$ cat config.mk
export PLATFORM = sky130hd
export DESIGN_NAME = arp_tx_gen_flat
export DESIGN_NICKNAME = d
export VERILOG_FILES = /design/src/rtl/arp_tx_gen_if.sv /design/src/rtl/arp_tx_gen.sv /design/src/flat_wrapper.sv
export SDC_FILE = /design/constraint.sdc
export NUM_CORES = 1
export LEC_CHECK = 0
export CAP_MARGIN = 15
export CORE_UTILIZATION = 63
export DETAILED_ROUTE_END_ITERATION = 12
export PLACE_DENSITY_LB_ADDON = 0.1
export SLEW_MARGIN = 20
export SYNTH_ARGS = -nofsm -noshare
export SYNTH_HDL_FRONTEND = slang
export SYNTH_SLANG_ARGS = --single-unit
$ cat constraint.sdc
create_clock -name clk -period 9.74 [get_ports clk]
set_input_delay 1.948 -clock clk [delete_from_list [all_inputs] [get_ports clk]]
set_output_delay 1.948 -clock clk [all_outputs]
set_load 0.1 [all_outputs]
$ cat src/rtl/arp_tx_gen_if.sv
// arp_tx_gen_if: command side and GMII side of the ARP frame transmitter.
// The vlan_tci member exists only when ARP_TX_VLAN_EN is defined.
interface arp_tx_gen_if;
   logic        tx_req;
   logic        tx_ready;
   logic [1:0]  tx_op;
   logic [47:0] local_mac;
   logic [31:0] local_ip;
   logic [47:0] des_mac;
   logic [31:0] des_ip;
`ifdef ARP_TX_VLAN_EN
   logic [15:0] vlan_tci;
`endif
   logic        tx_busy;
   logic        tx_done;
   logic        gmii_tx_en;
   logic [7:0]  gmii_txd;

   // Control logic side: issues commands, observes status and GMII.
   modport master (
`ifdef ARP_TX_VLAN_EN
      output vlan_tci,
`endif
      output tx_req, tx_op, local_mac, local_ip, des_mac, des_ip,
      input  tx_ready, tx_busy, tx_done, gmii_tx_en, gmii_txd
   );

   // Transmitter side.
   modport slave (
`ifdef ARP_TX_VLAN_EN
      input  vlan_tci,
`endif
      input  tx_req, tx_op, local_mac, local_ip, des_mac, des_ip,
      output tx_ready, tx_busy, tx_done, gmii_tx_en, gmii_txd
   );
endinterface

$ cat src/rtl/arp_tx_gen.sv
// arp_tx_gen: ARP request/reply/gratuitous frame generator, GMII 8-bit,
// one byte per clock. Frame = preamble + SFD, Ethernet header, 28-byte ARP
// body, zero pad up to MIN_PAYLOAD, CRC-32 FCS, then an enforced gap.
// Optional feature: define ARP_TX_VLAN_EN to add an 802.1Q tag
// (0x8100 + vlan_tci) between the source MAC and the EtherType.
module arp_tx_gen #(
   parameter int PREAMBLE_LEN = 7,
   parameter int MIN_PAYLOAD  = 46,
   parameter int IFG_CYCLES   = 12
) (
   input  logic        clk,
   input  logic        rst_n,
   arp_tx_gen_if.slave bus
);

   localparam int ARP_LEN = 28;
`ifdef ARP_TX_VLAN_EN
   localparam int HDR_LEN = 18;
`else
   localparam int HDR_LEN = 14;
`endif
   localparam int HA_LEN  = HDR_LEN + ARP_LEN;
   localparam int HA_BITS = HA_LEN * 8;
   localparam int PAY_EFF = (MIN_PAYLOAD < ARP_LEN) ? ARP_LEN : MIN_PAYLOAD;

   localparam logic [15:0] PRE_LAST = 16'(PREAMBLE_LEN);
   localparam logic [15:0] HDR_LAST = 16'(HDR_LEN - 1);
   localparam logic [15:0] HDR_BASE = 16'(HDR_LEN);
   localparam logic [15:0] ARP_LAST = 16'(ARP_LEN - 1);
   localparam logic [15:0] PAD_CNT  = 16'(PAY_EFF - ARP_LEN);
   localparam logic [15:0] IFG_LAST = 16'(IFG_CYCLES - 1);
   localparam logic [47:0] BCAST    = 48'hFFFF_FFFF_FFFF;

   typedef enum logic [2:0] {
      ST_IDLE     = 3'd0,
      ST_PREAMBLE = 3'd1,
      ST_HEADER   = 3'd2,
      ST_ARP      = 3'd3,
      ST_PAD      = 3'd4,
      ST_FCS      = 3'd5,
      ST_IFG      = 3'd6
   } state_t;

   // state_r/cnt_r describe the byte currently on gmii_txd.
   state_t      state_r;
   logic [15:0] cnt_r;

   // Command fields latched at acceptance.
   logic [47:0] dst_mac_r;
   logic [47:0] src_mac_r;
   logic [15:0] oper_r;
   logic [31:0] spa_r;
   logic [47:0] tha_r;
   logic [31:0] tpa_r;
`ifdef ARP_TX_VLAN_EN
   logic [15:0] vlan_r;
`endif

   logic [31:0] crc_r;
   logic [31:0] crc_next_s;
   logic [HA_BITS-1:0] ha_vec_s;

   logic        tx_ready_r;
   logic        tx_busy_r;
   logic        tx_done_r;
   logic        gmii_tx_en_r;
   logic [7:0]  gmii_txd_r;

   // One byte of reflected CRC-32 (poly 0xEDB88320), LSB bit first.
   function automatic logic [31:0] crc32_byte(input logic [31:0] crc,
                                              input logic [7:0]  d);
      logic [31:0] c;
      c = crc;
      for (int i = 0; i < 8; i++) begin
         if (c[0] ^ d[i]) begin
            c = {1'b0, c[31:1]} ^ 32'hEDB8_8320;
         end else begin
            c = {1'b0, c[31:1]};
         end
      end
      return c;
   endfunction

   // Byte pos (0 = first) of the header+ARP image, MSB byte first.
   function automatic logic [7:0] ha_byte(input logic [HA_BITS-1:0] vec,
                                          input logic [15:0]        pos);
      logic [HA_BITS-1:0] sh;
      sh = vec << {pos, 3'b000};
      return sh[HA_BITS-1 -: 8];
   endfunction

   // FCS byte k: complemented CRC register, least significant byte first.
   function automatic logic [7:0] fcs_byte(input logic [31:0] crc,
                                           input logic [1:0]  k);
      logic [7:0] b;
      case (k)
         2'd0:    b = ~crc[7:0];
         2'd1:    b = ~crc[15:8];
         2'd2:    b = ~crc[23:16];
         2'd3:    b = ~crc[31:24];
         default: b = 8'h00;
      endcase
      return b;
   endfunction

   // Header and ARP body image built from the latched command.
   assign ha_vec_s = {
      dst_mac_r, src_mac_r,
`ifdef ARP_TX_VLAN_EN
      8'h81, 8'h00, vlan_r,
`endif
      16'h0806,
      16'h0001, 16'h0800, 8'h06, 8'h04, oper_r,
      src_mac_r, spa_r, tha_r, tpa_r
   };

   // CRC including the byte now on the wire when it lies in dst..pad;
   // outside that range the register simply holds.
   always_comb begin
      crc_next_s = crc_r;
      if ((state_r == ST_HEADER) || (state_r == ST_ARP) || (state_r == ST_PAD)) begin
         crc_next_s = crc32_byte(crc_r, gmii_txd_r);
      end else begin
         crc_next_s = crc_r;
      end
   end

   // Frame sequencer: every output is registered and describes the next byte.
   always_ff @(posedge clk or negedge rst_n) begin
      if (!rst_n) begin
         state_r      <= ST_IDLE;
         cnt_r        <= 16'd0;
         dst_mac_r    <= 48'd0;
         src_mac_r    <= 48'd0;
         oper_r       <= 16'd0;
         spa_r        <= 32'd0;
         tha_r        <= 48'd0;
         tpa_r        <= 32'd0;
`ifdef ARP_TX_VLAN_EN
         vlan_r       <= 16'd0;
`endif
         crc_r        <= 32'hFFFF_FFFF;
         tx_ready_r   <= 1'b1;
         tx_busy_r    <= 1'b0;
         tx_done_r    <= 1'b0;
         gmii_tx_en_r <= 1'b0;
         gmii_txd_r   <= 8'h00;
      end else begin
         tx_done_r <= 1'b0;
         crc_r     <= crc_next_s;
         case (state_r)
            ST_IDLE: begin
               if (bus.tx_req && tx_ready_r) begin
                  src_mac_r <= bus.local_mac;
                  spa_r     <= bus.local_ip;
`ifdef ARP_TX_VLAN_EN
                  vlan_r    <= bus.vlan_tci;
`endif
                  crc_r     <= 32'hFFFF_FFFF;
                  case (bus.tx_op)
                     2'd0: begin
                        dst_mac_r <= BCAST;
                        oper_r    <= 16'h0001;
                        tha_r     <= 48'd0;
                        tpa_r     <= bus.des_ip;
                     end
                     2'd1: begin
                        dst_mac_r <= bus.des_mac;
                        oper_r    <= 16'h0002;
                        tha_r     <= bus.des_mac;
                        tpa_r     <= bus.des_ip;
                     end
                     2'd2: begin
                        dst_mac_r <= BCAST;
                        oper_r    <= 16'h0001;
                        tha_r     <= 48'd0;
                        tpa_r     <= bus.local_ip;
                     end
                     default: begin
                        dst_mac_r <= dst_mac_r;
                     end
                  endcase
                  if (bus.tx_op == 2'd3) begin
                     // Reserved opcode: acknowledge only, stay ready.
                     tx_done_r <= 1'b1;
                  end else begin
                     state_r      <= ST_PREAMBLE;
                     cnt_r        <= 16'd0;
                     gmii_tx_en_r <= 1'b1;
                     gmii_txd_r   <= 8'h55;
                     tx_ready_r   <= 1'b0;
                     tx_busy_r    <= 1'b1;
                  end
               end
            end

            ST_PREAMBLE: begin
               if (cnt_r == PRE_LAST) begin
                  state_r    <= ST_HEADER;
                  cnt_r      <= 16'd0;
                  gmii_txd_r <= ha_byte(ha_vec_s, 16'd0);
               end else begin
                  cnt_r      <= cnt_r + 16'd1;
                  gmii_txd_r <= ((cnt_r + 16'd1) == PRE_LAST) ? 8'hD5 : 8'h55;
               end
            end

            ST_HEADER: begin
               if (cnt_r == HDR_LAST) begin
                  state_r    <= ST_ARP;
                  cnt_r      <= 16'd0;
                  gmii_txd_r <= ha_byte(ha_vec_s, HDR_BASE);
               end else begin
                  cnt_r      <= cnt_r + 16'd1;
                  gmii_txd_r <= ha_byte(ha_vec_s, cnt_r + 16'd1);
               end
            end

            ST_ARP: begin
               if (cnt_r == ARP_LAST) begin
                  cnt_r <= 16'd0;
                  if (PAD_CNT == 16'd0) begin
                     state_r    <= ST_FCS;
                     gmii_txd_r <= fcs_byte(crc_next_s, 2'd0);
                  end else begin
                     state_r    <= ST_PAD;
                     gmii_txd_r <= 8'h00;
                  end
               end else begin
                  cnt_r      <= cnt_r + 16'd1;
                  gmii_txd_r <= ha_byte(ha_vec_s, HDR_BASE + cnt_r + 16'd1);
               end
            end

            ST_PAD: begin
               if ((cnt_r + 16'd1) == PAD_CNT) begin
                  state_r    <= ST_FCS;
                  cnt_r      <= 16'd0;
                  gmii_txd_r <= fcs_byte(crc_next_s, 2'd0);
               end else begin
                  cnt_r      <= cnt_r + 16'd1;
                  gmii_txd_r <= 8'h00;
               end
            end

            ST_FCS: begin
               if (cnt_r == 16'd3) begin
                  gmii_tx_en_r <= 1'b0;
                  gmii_txd_r   <= 8'h00;
                  tx_done_r    <= 1'b1;
                  cnt_r        <= 16'd0;
                  // The cycle in which tx_ready is back is the last gap
                  // cycle, so a one-cycle gap returns straight to idle.
                  if (IFG_LAST == 16'd0) begin
                     state_r    <= ST_IDLE;
                     tx_ready_r <= 1'b1;
                     tx_busy_r  <= 1'b0;
                  end else begin
                     state_r    <= ST_IFG;
                  end
               end else begin
                  cnt_r      <= cnt_r + 16'd1;
                  gmii_txd_r <= fcs_byte(crc_next_s, cnt_r[1:0] + 2'd1);
               end
            end

            ST_IFG: begin
               if ((cnt_r + 16'd1) == IFG_LAST) begin
                  state_r    <= ST_IDLE;
                  cnt_r      <= 16'd0;
                  tx_ready_r <= 1'b1;
                  tx_busy_r  <= 1'b0;
               end else begin
                  cnt_r      <= cnt_r + 16'd1;
               end
            end

            default: begin
               state_r      <= ST_IDLE;
               cnt_r        <= 16'd0;
               gmii_tx_en_r <= 1'b0;
               gmii_txd_r   <= 8'h00;
               tx_ready_r   <= 1'b1;
               tx_busy_r    <= 1'b0;
            end
         endcase
      end
   end

   assign bus.tx_ready   = tx_ready_r;
   assign bus.tx_busy    = tx_busy_r;
   assign bus.tx_done    = tx_done_r;
   assign bus.gmii_tx_en = gmii_tx_en_r;
   assign bus.gmii_txd   = gmii_txd_r;

endmodule

$ cat src/flat_wrapper.sv
// flat-port wrapper written by rule: the top's interface ports become plain ports
module arp_tx_gen_flat 
#(
   parameter int PREAMBLE_LEN = 7,
   parameter int MIN_PAYLOAD  = 46,
   parameter int IFG_CYCLES   = 12
)
  (clk, rst_n, bus_tx_req, bus_tx_op, bus_local_mac, bus_local_ip, bus_des_mac, bus_des_ip, bus_tx_ready, bus_tx_busy, bus_tx_done, bus_gmii_tx_en, bus_gmii_txd);
  arp_tx_gen_if bus_i ();
  input  logic clk;
  input  logic rst_n;
  input wire logic [$bits(bus_i.tx_req)-1:0] bus_tx_req;
  input wire logic [$bits(bus_i.tx_op)-1:0] bus_tx_op;
  input wire logic [$bits(bus_i.local_mac)-1:0] bus_local_mac;
  input wire logic [$bits(bus_i.local_ip)-1:0] bus_local_ip;
  input wire logic [$bits(bus_i.des_mac)-1:0] bus_des_mac;
  input wire logic [$bits(bus_i.des_ip)-1:0] bus_des_ip;
  output wire logic [$bits(bus_i.tx_ready)-1:0] bus_tx_ready;
  output wire logic [$bits(bus_i.tx_busy)-1:0] bus_tx_busy;
  output wire logic [$bits(bus_i.tx_done)-1:0] bus_tx_done;
  output wire logic [$bits(bus_i.gmii_tx_en)-1:0] bus_gmii_tx_en;
  output wire logic [$bits(bus_i.gmii_txd)-1:0] bus_gmii_txd;
  assign bus_i.tx_req = bus_tx_req;
  assign bus_i.tx_op = bus_tx_op;
  assign bus_i.local_mac = bus_local_mac;
  assign bus_i.local_ip = bus_local_ip;
  assign bus_i.des_mac = bus_des_mac;
  assign bus_i.des_ip = bus_des_ip;
  assign bus_tx_ready = bus_i.tx_ready;
  assign bus_tx_busy = bus_i.tx_busy;
  assign bus_tx_done = bus_i.tx_done;
  assign bus_gmii_tx_en = bus_i.gmii_tx_en;
  assign bus_gmii_txd = bus_i.gmii_txd;
  arp_tx_gen #(.PREAMBLE_LEN(PREAMBLE_LEN), .MIN_PAYLOAD(MIN_PAYLOAD), .IFG_CYCLES(IFG_CYCLES)) u_core (.clk(clk), .rst_n(rst_n), .bus(bus_i));
endmodule
# Word-level counts from Yosys, hierarchy flattened
# Index checks and enable logic that the tools add are counted.
totals:
  input_bits: 165
  wordCells: 154
  ramBits: 0
  regBits: 287
  latch_bits: 0
  out_inout_bits: 12
  rom_bits: 0
  memories: 0
op_classes:
  mux: 64
  addsub: 4
  bitwise: 23
  order_cmp: 0
  n_eq_ne: 27
  n_mul: 0
  n_shift: 2
  n_div: 0
  n_reduce_logical: 20
op_table:
  columns: ["operator", "n"]
  rows:
  - ["$shl 336x19->336", 2]
  - ["$mux 32", 18]
  - ["$pmux 48 s2", 2]
  - ["$mux 16", 8]
  - ["$not 13->14", 8]
  - ["$pmux 16 s7", 1]
  - ["$mux 8", 8]
  - ["$pmux 32 s2", 1]
  - ["$pmux 8 s7", 1]
  - ["$add 16x1->16 const B", 2]
  - ["$eq 16x3->1 const B", 2]
  - ["$eq 16x4->1 const B", 2]
  - ["$eq 16x5->1 const B", 2]
  - ["$not 8->8", 4]
  - ["$pmux 16 s2", 1]
  - ["$pmux 8 s4", 1]
  - ["$mux 3", 8]
  - ["$pmux 3 s7", 1]
  - ["$add 4x16->16 const A", 1]
  - ["$eq 16x2->1 const B", 1]
  - ["$mux 1", 10]
  - ["$reduce_or 5->1", 2]
  - ["$eq 3x3->1 const B", 3]
  - ["$pmux 1 s3", 3]
  - ["20 further kinds", 48]

# Depth between registers and ports, before layout
# Gate-level depths: netlist of run 1.
logic_depth:
  word_depth: 29
  ltp_mapped: 17
  ltp_nobuf: 9

# Least setup slack after synthesis of run 1
# OpenSTA, ideal clock, no wires.
synth_path:
  path_type: "register to register"
  start: "reg u_core.cnt_r[0]"
  end: "reg u_core.gmii_txd_r[5], in the netlist u_core.bus.gmii_txd[5]"
  required_ns: 9.607
  setup_ns: 0.133
  synth_period_minus_slack_ns: 3.923
  path_buffers: 8
  path_stages_with_launch: 16
  t_arrival_ns: 3.790
  slack_ns: 5.817
  path_cell_list: "dfrtp_1 > buf_4 > buf_2 > buf_4 > inv_1 > clkbuf_1 > ha_1 > clkbuf_1 > clkbuf_1 > clkbuf_1 > clkbuf_1 > mux4_2 > mux2i_1 > o21ai_0 > a32oi_1 > nand4_1"
synth_via:
  elab_chain_cells: 5
  word_cells_on_any_way: 22
  cone_classes: "add/sub: 4; eq/ne: 8; shift: 2; mux: 7; reduce/logical: 1"
synth_rtl:
  columns: ["item", "line", "rtl"]
  rows:
  - ["from (decl)", "arp_tx_gen.sv:46", "logic [15:0] cnt_r;"]
  - ["from (signal assigned)", "arp_tx_gen.sv:203", "cnt_r <= cnt_r + 16'd1;"]
  - ["from (signal assigned)", "arp_tx_gen.sv:214", "cnt_r <= cnt_r + 16'd1;"]
  - ["from (signal assigned)", "arp_tx_gen.sv:230", "cnt_r <= cnt_r + 16'd1;"]
  - ["$add 4x16->16 or $add 2x1->2 (tied branches)", "arp_tx_gen.sv:231, arp_tx_gen.sv:263", null]
  - ["$add 16x1->16 (tied with other cells)", "arp_tx_gen.sv:231", "gmii_txd_r <= ha_byte(ha_vec_s, HDR_BASE + cnt_r + 16'd1);"]
  - ["$shl 336x19->336 or $pmux 8 s4 (tied branches)", "arp_tx_gen.sv:88, arp_tx_gen.sv:96", null]
  - ["$mux 8 (on tied branches)", "arp_tx_gen.sv:220, arp_tx_gen.sv:247", null]
  - ["$pmux 8 s7 (*)", "arp_tx_gen.sv:151", "case (state_r)"]
  - ["to (signal assigned)", "arp_tx_gen.sv:224", "gmii_txd_r <= fcs_byte(crc_next_s, 2'd0);"]
  - ["to (signal assigned)", "arp_tx_gen.sv:231", null]
  - ["to (signal assigned)", "arp_tx_gen.sv:239", "gmii_txd_r <= fcs_byte(crc_next_s, 2'd0);"]
  - ["to (decl)", "arp_tx_gen.sv:67", "logic [7:0] gmii_txd_r;"]
# Mark *: on every way between the ends. The rest lies on a longest branch, timed or not.
# A chain may end at the register's enable or synchronous reset.

# Worst setup path in the final report of run 1
layout_path:
  start: "reg u_core.cnt_r[0]"
  end: "reg u_core.gmii_txd_r[1], in the netlist u_core.bus.gmii_txd[1]"
# Same word-level chain as after synthesis.

==> Flow_metrics.wiki, run 1 <==
{| class="wikitable"
! Metric !! Value
|-
| Capture point of the worst reg-to-reg path || u_core.bus.gmii_txd[1]$_DFFE_PN0P_
|-
| Critical path required time || 10.24 ns
|-
| #FFs+latches synth || between 200 and 300
|-
| Most used flip-flop cell after synthesis || sky130_fd_sc_hd__dfrtp_1
|-
| Final core occ || approximately 75%
|-
| Sequential cell area in the final layout || approximately 0.007 mm^2
|-
| Global placement routability congestion || approximately 1.0
|-
| Fin. max-slew vios || 0
|-
| Highest clock frequency the design can meet || around 190 MHz
|-
| Total via count in the routed design || 15.80k
|-
| Reg2reg path depth || 10
|-
| Launching element type of the critical path || register
|-
| CP startpoint || u_core.cnt_r[0]$_DFFE_PN0P_
|-
| Sinks on the clock net || 273
|-
| Pre-CTS setup slack || 4.379 ns
|-
| Outcome || completed
|-
| Violation count after the first detailed-routing iteration || about 2.1k
|-
| Maximum count of clock buffers along a single path || 3
|-
| Post-DP HPWL || around 40 mm
|-
| Worst VDD drop || between 0.15 and 0.2 mV
|-
| Register-to-register path setup slack || between 4 and 5 ns
|-
| Share of async-settable or async-resettable flops after synthesis || between 90% and 100%
|-
| Transition at the pin with the smallest max-transition slack || ~1.0 ns
|-
| Critical path fanouts, max || 70
|-
| EDFF count, synth || 0
|-
| Via count of the first global-routing pass || 15.32k
|-
| Antenna violations before repair || 1
|-
| Top cell type by total area after synthesis || sky130_fd_sc_hd__dfrtp_1
|-
| # port buffers || between 150 and 200
|-
| Chip height || 168.2 um
|-
| First-pass GRT wire length || 88.20 mm
|-
| Row Count || 60
|-
| Fraction of synthesized cell area taken by the top area cell type || 34.52%
|-
| Overall overflow remaining after global route || 0
|-
| # resized after CTS || 0
|-
| Worst min-delay path class || register to register
|-
| Number of primary I/O pins || 177
|-
| Core footprint || roughly 0.027 mm^2
|-
| Number of fillers in the final layout || 1,907
|-
| Total negative slack for setup checks || 0 ns
|-
| Share of post-route cells with drive strength above 1 || a little under an eighth
|-
| Layout Skew || roughly 0.0074 ns
|-
| Synthesized area per cell || roughly 9.1 um^2
|-
| Setup-failing EPs final || 0
|-
| Total Routed Length || about 57 mm
|-
| Length of the first detailed-routing pass in iterations || 8
|-
| Leakage power || roughly 0.0090 uW
|-
| Ranking of synthesized cells by area || sky130_fd_sc_hd__dfrtp_1 (35%), sky130_fd_sc_hd__nand2_1 (11%), sky130_fd_sc_hd__mux4_2 (10%)
|-
| Starting density of the core || between 60% and 70%
|-
| Synthesis warning total || 0
|-
| Antenna Violating Nets Remaining || 0
|-
| Pin count of the biggest net entering global routing || 162
|-
| Area taken by multi-input logic gates || approximately 0.01 mm^2
|-
| Mean number of vias per cell || between 6 and 7
|-
| Critical Path End Type || register
|-
| Final Total Pwr || 2388 uW
|-
| Most common cell after layout, fill and taps aside || sky130_fd_sc_hd__nand2_1
|-
| Top library cells by usage in the layout, fill and taps aside || sky130_fd_sc_hd__nand2_1 (503), sky130_fd_sc_hd__dfrtp_1 (239), sky130_fd_sc_hd__clkdlybuf4s50_1 (174)
|-
| Proportion of synthesized chip area in sequential cells || between 30% and 40%
|-
| Die area || 0.02828 mm^2
|-
| Net Count, Synth || between 2k and 2.5k
|-
| Instance area at placement || ~0.019 mm^2
|-
| Clock Pin Slew Worst Setup and Hold Paths || about 0.060 ns
|-
| CP Data Arrival Time || around 5.8 ns
|-
| Endpoint of the worst setup timing path || u_core.bus.gmii_txd[1]$_DFFE_PN0P_
|-
| Root buffer selected by CTS || sky130_fd_sc_hd__clkbuf_16
|-
| Count of cell types in the netlist || 82
|-
| Net count reported at finish || 2,162
|-
| Post-DR wirelength/cell || 24.36 um
|-
| Post-Layout Inst Area || approximately 0.020 mm^2
|-
| Setup slack after layout || 4.474 ns
|-
| MaxCap Viol Count || 0
|-
| Worst setup path category || register to register
|-
| Worst path max stage delay || about 0.93 ns
|-
| Insertion delay of the later-clocked pin in the worst-skew pair || around 0.57 ns
|-
| Clock buffer count from CTS || 29
|-
| Width of the die || between 150 and 200 um
|-
| Number of buffers inserted to repair setup after CTS || 0
|-
| CTS tree || done
|-
| Pwr dens || about 120 mW/mm^2
|-
| Final period util || a little over half
|-
| Post-detailed-route DRC marker count || 0
|-
| Slowest cell on crit path || sky130_fd_sc_hd__ha_4
|-
| Min cycle time layout || 5.266 ns
|-
| Post-synthesis instance area || around 0.017 mm^2
|-
| GRT Total Usage || 40.93%
|-
| Number of cells produced by synthesis || ~1.9k
|-
| CTS hold repair buffers || 0
|-
| Source of the worst register-to-register timing path || u_core.cnt_r[0]$_DFFE_PN0P_
|-
| H-tree Lvls || 1
|-
| Setup repair after global routing missed its margin || no
|-
| Final count of hold timing violations || 0
|-
| Ordered list of cells on the worst path || inv_1, ha_4, buf_4, clkinv_1, nor2_1, o21ai_0, a31oi_1, a221oi_1, or4_1, nand4b_1
|-
| P&R area growth vs syn || 16.40%
|-
| Relative slew margins || between 30% and 40%
|}
## cells by family after synthesis
logic type      after synthesis  share of synthesized area, %
fa+ha+maj                     5                        0.3596
xor+xnor                     94                         6.459
compound gates              356                         13.29
buf+inv                     214                         4.963
simple gates                804                         20.07
mux                         166                         15.34
flops                       273                         39.51
## flip-flops by register name, summed over array words and instances, names as in the netlist
register / count
u_core.bus.gmii_txd: 8
u_core.oper_r: 2
u_core.tha_r: 48
u_core.src_mac_r: 48
u_core.dst_mac_r: 48
u_core.spa_r: 32
u_core.bus.tx_busy: 1
u_core.tpa_r: 32
u_core.bus.tx_done: 1
u_core.cnt_r: 16
u_core.crc_r: 32
u_core.bus.tx_ready: 1
u_core.bus.gmii_tx_en: 1
u_core.state_r: 3
## cells in the mapped netlist (5+ instances only)
| library cell | count |
|---|---|
| sky130_fd_sc_hd__nand2_1 | 504 |
| sky130_fd_sc_hd__dfrtp_1 | 240 |
| sky130_fd_sc_hd__clkbuf_1 | 113 |
| sky130_fd_sc_hd__o21ai_0 | 94 |
| sky130_fd_sc_hd__nor2_1 | 89 |
| sky130_fd_sc_hd__nand3_1 | 88 |
| sky130_fd_sc_hd__mux4_2 | 79 |
| sky130_fd_sc_hd__a31oi_1 | 74 |
| sky130_fd_sc_hd__mux2i_1 | 72 |
| sky130_fd_sc_hd__inv_1 | 59 |
| sky130_fd_sc_hd__xnor2_1 | 56 |
| sky130_fd_sc_hd__a21oi_1 | 52 |
| sky130_fd_sc_hd__dfstp_2 | 33 |
| sky130_fd_sc_hd__nor3_1 | 23 |
| sky130_fd_sc_hd__o211ai_1 | 23 |
| sky130_fd_sc_hd__buf_2 | 21 |
| sky130_fd_sc_hd__nand4_1 | 18 |
| sky130_fd_sc_hd__xnor3_1 | 15 |
| sky130_fd_sc_hd__xor2_1 | 15 |
| sky130_fd_sc_hd__mux2_2 | 14 |
| sky130_fd_sc_hd__or3_1 | 12 |
| sky130_fd_sc_hd__buf_1 | 11 |
| sky130_fd_sc_hd__a21o_1 | 10 |
| sky130_fd_sc_hd__nor4_1 | 10 |
| sky130_fd_sc_hd__and3_1 | 9 |
| sky130_fd_sc_hd__o22ai_1 | 8 |
| sky130_fd_sc_hd__or2_2 | 8 |
| sky130_fd_sc_hd__a211oi_1 | 7 |
| sky130_fd_sc_hd__a221oi_1 | 7 |
| sky130_fd_sc_hd__a32oi_1 | 7 |
| sky130_fd_sc_hd__buf_4 | 7 |
| sky130_fd_sc_hd__nor2b_1 | 7 |
| sky130_fd_sc_hd__o31ai_1 | 7 |
| sky130_fd_sc_hd__a311oi_1 | 6 |
| sky130_fd_sc_hd__a22o_1 | 5 |
| sky130_fd_sc_hd__ha_1 | 5 |
| sky130_fd_sc_hd__nand2b_1 | 5 |
| sky130_fd_sc_hd__o221ai_1 | 5 |
| sky130_fd_sc_hd__or4_1 | 5 |
## stage by stage
stage | hold slack (ns) | cells
floorplan | 0.4444 | 1912
global placement | 0.4604 | 2300
detailed placement | 0.4690 | 2300
CTS | 0.4828 | 2348
global route | 0.5110 | 2350
finish | 0.4773 | 2351
## worst max-delay path: cells and delay by family (launching register included)
kind            cells  cell delay (ns)
simple gates        3             1.10
fa+ha+maj           1             0.93
compound gates      3             0.54
buf+inv             3             1.91
flops               1             0.68
## metal layers
| layer | GRT usage, % | vias to the layer above | wire [um] |
|---|---|---|---|
| met4 | 17.55 | 0 | 2652 |
| met1 | 53.49 | 7782 | 21600 |
| met2 | 66.92 | 916 | 27630 |
| li1 | - | 6943 | - |
| met3 | 8.181 | 162 | 5383 |
| met5 | 0 | - | 0 |
## worst min-delay path by stage
stage | depth (start not counted) | startpoint | slack, ns | end
final | 2 | u_core.tpa_r[1]$_DFFE_PN0P_ | 0.48 | u_core.tpa_r[1]$_DFFE_PN0P_
after global routing | 2 | u_core.tpa_r[1]$_DFFE_PN0P_ | 0.51 | u_core.tpa_r[1]$_DFFE_PN0P_
after CTS | 2 | u_core.tpa_r[1]$_DFFE_PN0P_ | 0.48 | u_core.tpa_r[1]$_DFFE_PN0P_
after detailed placement | 2 | u_core.tpa_r[1]$_DFFE_PN0P_ | 0.47 | u_core.tpa_r[1]$_DFFE_PN0P_
after global placement | 2 | u_core.src_mac_r[45]$_DFFE_PN0P_ | 0.46 | u_core.src_mac_r[45]$_DFFE_PN0P_
after floorplan | 2 | u_core.tpa_r[14]$_DFFE_PN0P_ | 0.44 | u_core.tpa_r[14]$_DFFE_PN0P_
## power by group
| group | internal (uW) | switching, uW | total, uW |
|---|---|---|---|
| logic | 68.6 | 57.2 | 126 |
| registers | 1130 | 0 | 1130 |
| clock network | 657 | 470 | 1130 |
## layout make-up
type | count | share of cell area, %
clock buffers | 37 | 3.979
inverters | 61 | 1.131
well taps | 341 | 2.107
repair buffers | 202 | 9.924
multi-input cells | 1425 | 48.20
diodes | 1 | 0.01236
clock inverters | 11 | 0.6859
flip-flops and latches | 273 | 33.96
No activity file was read; power rests on OpenSTA's default activity.
==> run 2: changes to the inputs <==
--- a/config.mk
+++ b/config.mk
@@ -6,7 +6,7 @@
 export NUM_CORES = 1
 export LEC_CHECK = 0
 export CAP_MARGIN = 15
-export CORE_UTILIZATION = 63
+export CORE_UTILIZATION = 58
 export DETAILED_ROUTE_END_ITERATION = 12
 export PLACE_DENSITY_LB_ADDON = 0.1
 export SLEW_MARGIN = 20
==> constraint.sdc (replaced) <==
create_clock -name clk -period 4.85 [get_ports clk]
set_input_delay 0.97 -clock clk [delete_from_list [all_inputs] [get_ports clk]]
set_output_delay 0.97 -clock clk [all_outputs]
set_load 0.1 [all_outputs]
==> Flow_metrics.wiki, run 2 (same netlist as run 1, synthesis figures left out) <==
{| class="wikitable"
! Metric !! Value
|-
| Internal Dissipation || 3773 uW (+100%)
|-
| Hold path start || u_core.tpa_r[2]$_DFFE_PN0P_
|-
| Slowest cell on crit path || sky130_fd_sc_hd__dfrtp_1
|-
| Worst VDD drop || 0.2830 mV (+86%)
|-
| Top library cells by usage in the layout, fill and taps aside || sky130_fd_sc_hd__nand2_1 (503), sky130_fd_sc_hd__dfrtp_1 (239), sky130_fd_sc_hd__clkdlybuf4s50_1 (174)
|-
| Critical Path End Type || register
|-
| Die area || 0.03069 mm^2 (+8.5%)
|-
| Antenna violations before repair || 1 (unchanged)
|-
| Maximum count of clock buffers along a single path || 3 (unchanged)
|-
| Transition at the pin with the smallest max-transition slack || 1.032 ns (-0.001442 ns)
|-
| MaxCap Viol Count || 0 (unchanged)
|-
| Worst min-delay path class || register to register
|-
| Violation count after the first detailed-routing iteration || 1,891 (-11%)
|-
| Hold-critical path depth || 2 (unchanged)
|-
| Relative slew margins || 30.73% (-0.25 points)
|-
| Capture endpoint of the worst hold path || u_core.tpa_r[2]$_DFFE_PN0P_
|-
| Post-DP HPWL || 43.46 mm (+7.9%)
|-
| Core footprint || 0.02956 mm^2 (+9.4%)
|-
| Min cycle time layout || 3.781 ns (-1.484 ns)
|-
| Overall overflow remaining after global route || 0 (unchanged)
|-
| Length of the first detailed-routing pass in iterations || 6 (-2)
|-
| Final Total Pwr || 4876 uW (+100%)
|-
| Sequential cell area in the final layout || 0.006877 mm^2 (unchanged)
|-
| Root buffer selected by CTS || sky130_fd_sc_hd__clkbuf_16
|-
| CTS hold repair buffers || 0 (unchanged)
|-
| Sequential share of power || 46.7% (-0.8 points)
|-
| H-tree Lvls || 1 (unchanged)
|-
| Setup repair after global routing missed its margin || no
|-
| Critical path fanouts, max || 21 (-70%)
|-
| Insertion delay of the later-clocked pin in the worst-skew pair || 0.58 ns (about the same)
|-
| Worst path max stage delay || 0.94 ns (about the same)
|-
| Diode insertion count for antenna repair || 0 (-1)
|-
| Final count of hold timing violations || 0 (unchanged)
|-
| Sw Pwr || 1103 uW (+110%)
|-
| CTS tree || done
|-
| # resized after CTS || 0 (unchanged)
|-
| Highest clock frequency the design can meet || 264.5 MHz (+39%)
|-
| Post-DR wirelength/cell || 24.60 um (+1.0%)
|-
| Starting density of the core || 58.85% (-5.5 points)
|-
| Logic gate share of total power || 5.3% (about the same)
|-
| Clock buffer count from CTS || 29 (unchanged)
|-
| Clock power share || 48.0% (+0.8 points)
|-
| Final period util || 77.97% (+24 points)
|-
| Fin. max-slew vios || 0 (unchanged)
|-
| Share of post-route cells with drive strength above 1 || 12.87% (+1.1 points)
|-
| Net count reported at finish || 2,184 (+1.0%)
|-
| Register-to-register path setup slack || 1.07 ns (-3.41 ns)
|-
| Source of the worst register-to-register timing path || u_core.cnt_r[4]$_DFFE_PN0P_
|-
| Launching element type of the critical path || register
|-
| # port buffers || 176 (unchanged)
|-
| Width of the die || 175.2 um (+4.2%)
|-
| Worst setup path category || register to register
|-
| Row Count || 63 (+5.0%)
|-
| Leakage power || 0.009105 uW (+1.4%)
|-
| Layout Skew || 0.01566 ns (+0.008289 ns)
|-
| CP Data Arrival Time || 4.24 ns (-1.53 ns)
|-
| WP buf/inv || 0 (-3)
|-
| Capture point of the worst reg-to-reg path || u_core.state_r[0]$_DFFE_PN0P_
|-
| Pwr dens || 237.5 mW/mm^2 (+100%)
|-
| First-pass GRT wire length || 91.27 mm (+3.5%)
|-
| Registers with the most flip-flops || u_core.dst_mac_r: 48 flops, u_core.src_mac_r: 48 flops, u_core.tha_r: 48 flops
|-
| Global placement routability congestion || 1.030 (+0.33%)
|-
| Total negative slack for setup checks || 0 ns (unchanged)
|-
| P&R area growth vs syn || 18.02%
|-
| Mean number of vias per cell || 6.640 (-1.2%)
|-
| Outcome || completed
|-
| Total Routed Length || 59.66 mm (+4.2%)
|-
| Chip height || 175.2 um (+4.2%)
|-
| Sinks on the clock net || 273 (unchanged)
|-
| Via count of the first global-routing pass || 15.48k (+1.1%)
|-
| Total via count in the routed design || 16.10k (+1.9%)
|-
| Clock Pin Slew Worst Setup and Hold Paths || 0.07 ns (about the same)
|-
| Area taken by multi-input logic gates || 0.009763 mm^2 (about the same)
|-
| Number of fillers in the final layout || 2,295 (+20%)
|-
| Number of buffers inserted to repair setup after CTS || 0 (unchanged)
|-
| Antenna Violating Nets Remaining || 0 (unchanged)
|-
| Family of cells with the greatest summed delay on the critical path || simple AND/OR/NAND/NOR gates
|-
| Pin count of the biggest net entering global routing || 116 (-28%)
|-
| Net Sw Frac || 22.62% (+0.53 points)
|-
| Number of primary I/O pins || 177 (unchanged)
|-
| GRT Total Usage || 38.99% (-1.9 points)
|-
| Setup-failing EPs final || 0 (unchanged)
|-
| Post-detailed-route DRC marker count || 0 (unchanged)
|-
| Critical path required time || 5.31 ns (-4.93 ns)
|-
| Most common cell after layout, fill and taps aside || sky130_fd_sc_hd__nand2_1
|-
| Ordered list of cells on the worst path || nand2_1, nor4_2, mux2i_1, nand4_1, o31ai_2, nand3_1, mux2_1
|-
| Reg2reg path depth || 7 (-3)
|}
run 2: per-layer routing:
layer,vias to the layer above,track usage (%),share of wire [%]
met5,-,0,0
met4,0,14.53,4.2
li1,6985,-,-
met2,913,63.18,47
met1,8032,53.23,40
met3,171,5.940,8.5
run 2: area by class of cell:
class | count | area share (%)
well taps | 390 | 2.377
flip-flops and latches | 273 | 33.49
inverters | 61 | 1.115
repair buffers | 224 | 10.58
multi-input cells | 1425 | 47.55
clock buffers | 38 | 3.992
clock inverters | 14 | 0.8898
run 2: worst max path at each step:
stage                           startpoint                                 end  slack, ns  cells past startpoint
2_1_floorplan  u_core.cnt_r[0]$_DFFE_PN0P_  u_core.bus.gmii_txd[5]$_DFFE_PN0P_       0.93                     15
3_3_place_gp   u_core.cnt_r[4]$_DFFE_PN0P_  u_core.bus.gmii_txd[2]$_DFFE_PN0P_       1.32                      7
3_5_place_dp   u_core.cnt_r[4]$_DFFE_PN0P_       u_core.state_r[0]$_DFFE_PN0P_       1.22                      7
4_1_cts        u_core.cnt_r[4]$_DFFE_PN0P_  u_core.bus.gmii_txd[2]$_DFFE_PN0P_       1.21                      7
5_1_grt        u_core.cnt_r[4]$_DFFE_PN0P_       u_core.state_r[0]$_DFFE_PN0P_       0.88                      7
6_report       u_core.cnt_r[4]$_DFFE_PN0P_       u_core.state_r[0]$_DFFE_PN0P_       1.07                      7
run 2: worst reg2reg max path, stage by stage, from the launching register on:
cell                      delay, ns
sky130_fd_sc_hd__dfrtp_1       0.94
sky130_fd_sc_hd__nand2_1       0.37
sky130_fd_sc_hd__nor4_2        0.50
sky130_fd_sc_hd__mux2i_1       0.23
sky130_fd_sc_hd__nand4_1       0.46
sky130_fd_sc_hd__o31ai_2       0.55
sky130_fd_sc_hd__nand3_1       0.25
sky130_fd_sc_hd__mux2_1        0.36
run 2: through the flow:
| stage | std cells | hold slack (ns) | util, % | cell area (um^2) | worst slack, ns |
|---|---|---|---|---|---|
| final | 2425 | 0.4832 | 69.46 | 20530 | 1.069 |
| after global routing | 2425 | 0.5045 | 69.46 | 20530 | 0.8752 |
| after CTS | 2425 | 0.4841 | 69.46 | 20530 | 1.207 |
| after detailed placement | 2373 | 0.4675 | 66.07 | 19530 | 1.218 |
| after global placement | 2373 | 0.4586 | 66.07 | 19530 | 1.325 |
| after floorplan | 1912 | 0.4444 | - | 17400 | 0.9268 |
run 2: power by group through the flow:
| stage | clock (uW) | combinational, uW | sequential (uW) |
|---|---|---|---|
| 4_1_cts | 2350 | 258 | 2280 |
| 3_5_place_dp | 0 | 256 | 2320 |
| 5_1_grt | 2440 | 277 | 2280 |
| 3_3_place_gp | 0 | 255 | 2320 |
| 6_report | 2340 | 256 | 2280 |
| 2_1_floorplan | 0 | 42.0 | 2320 |
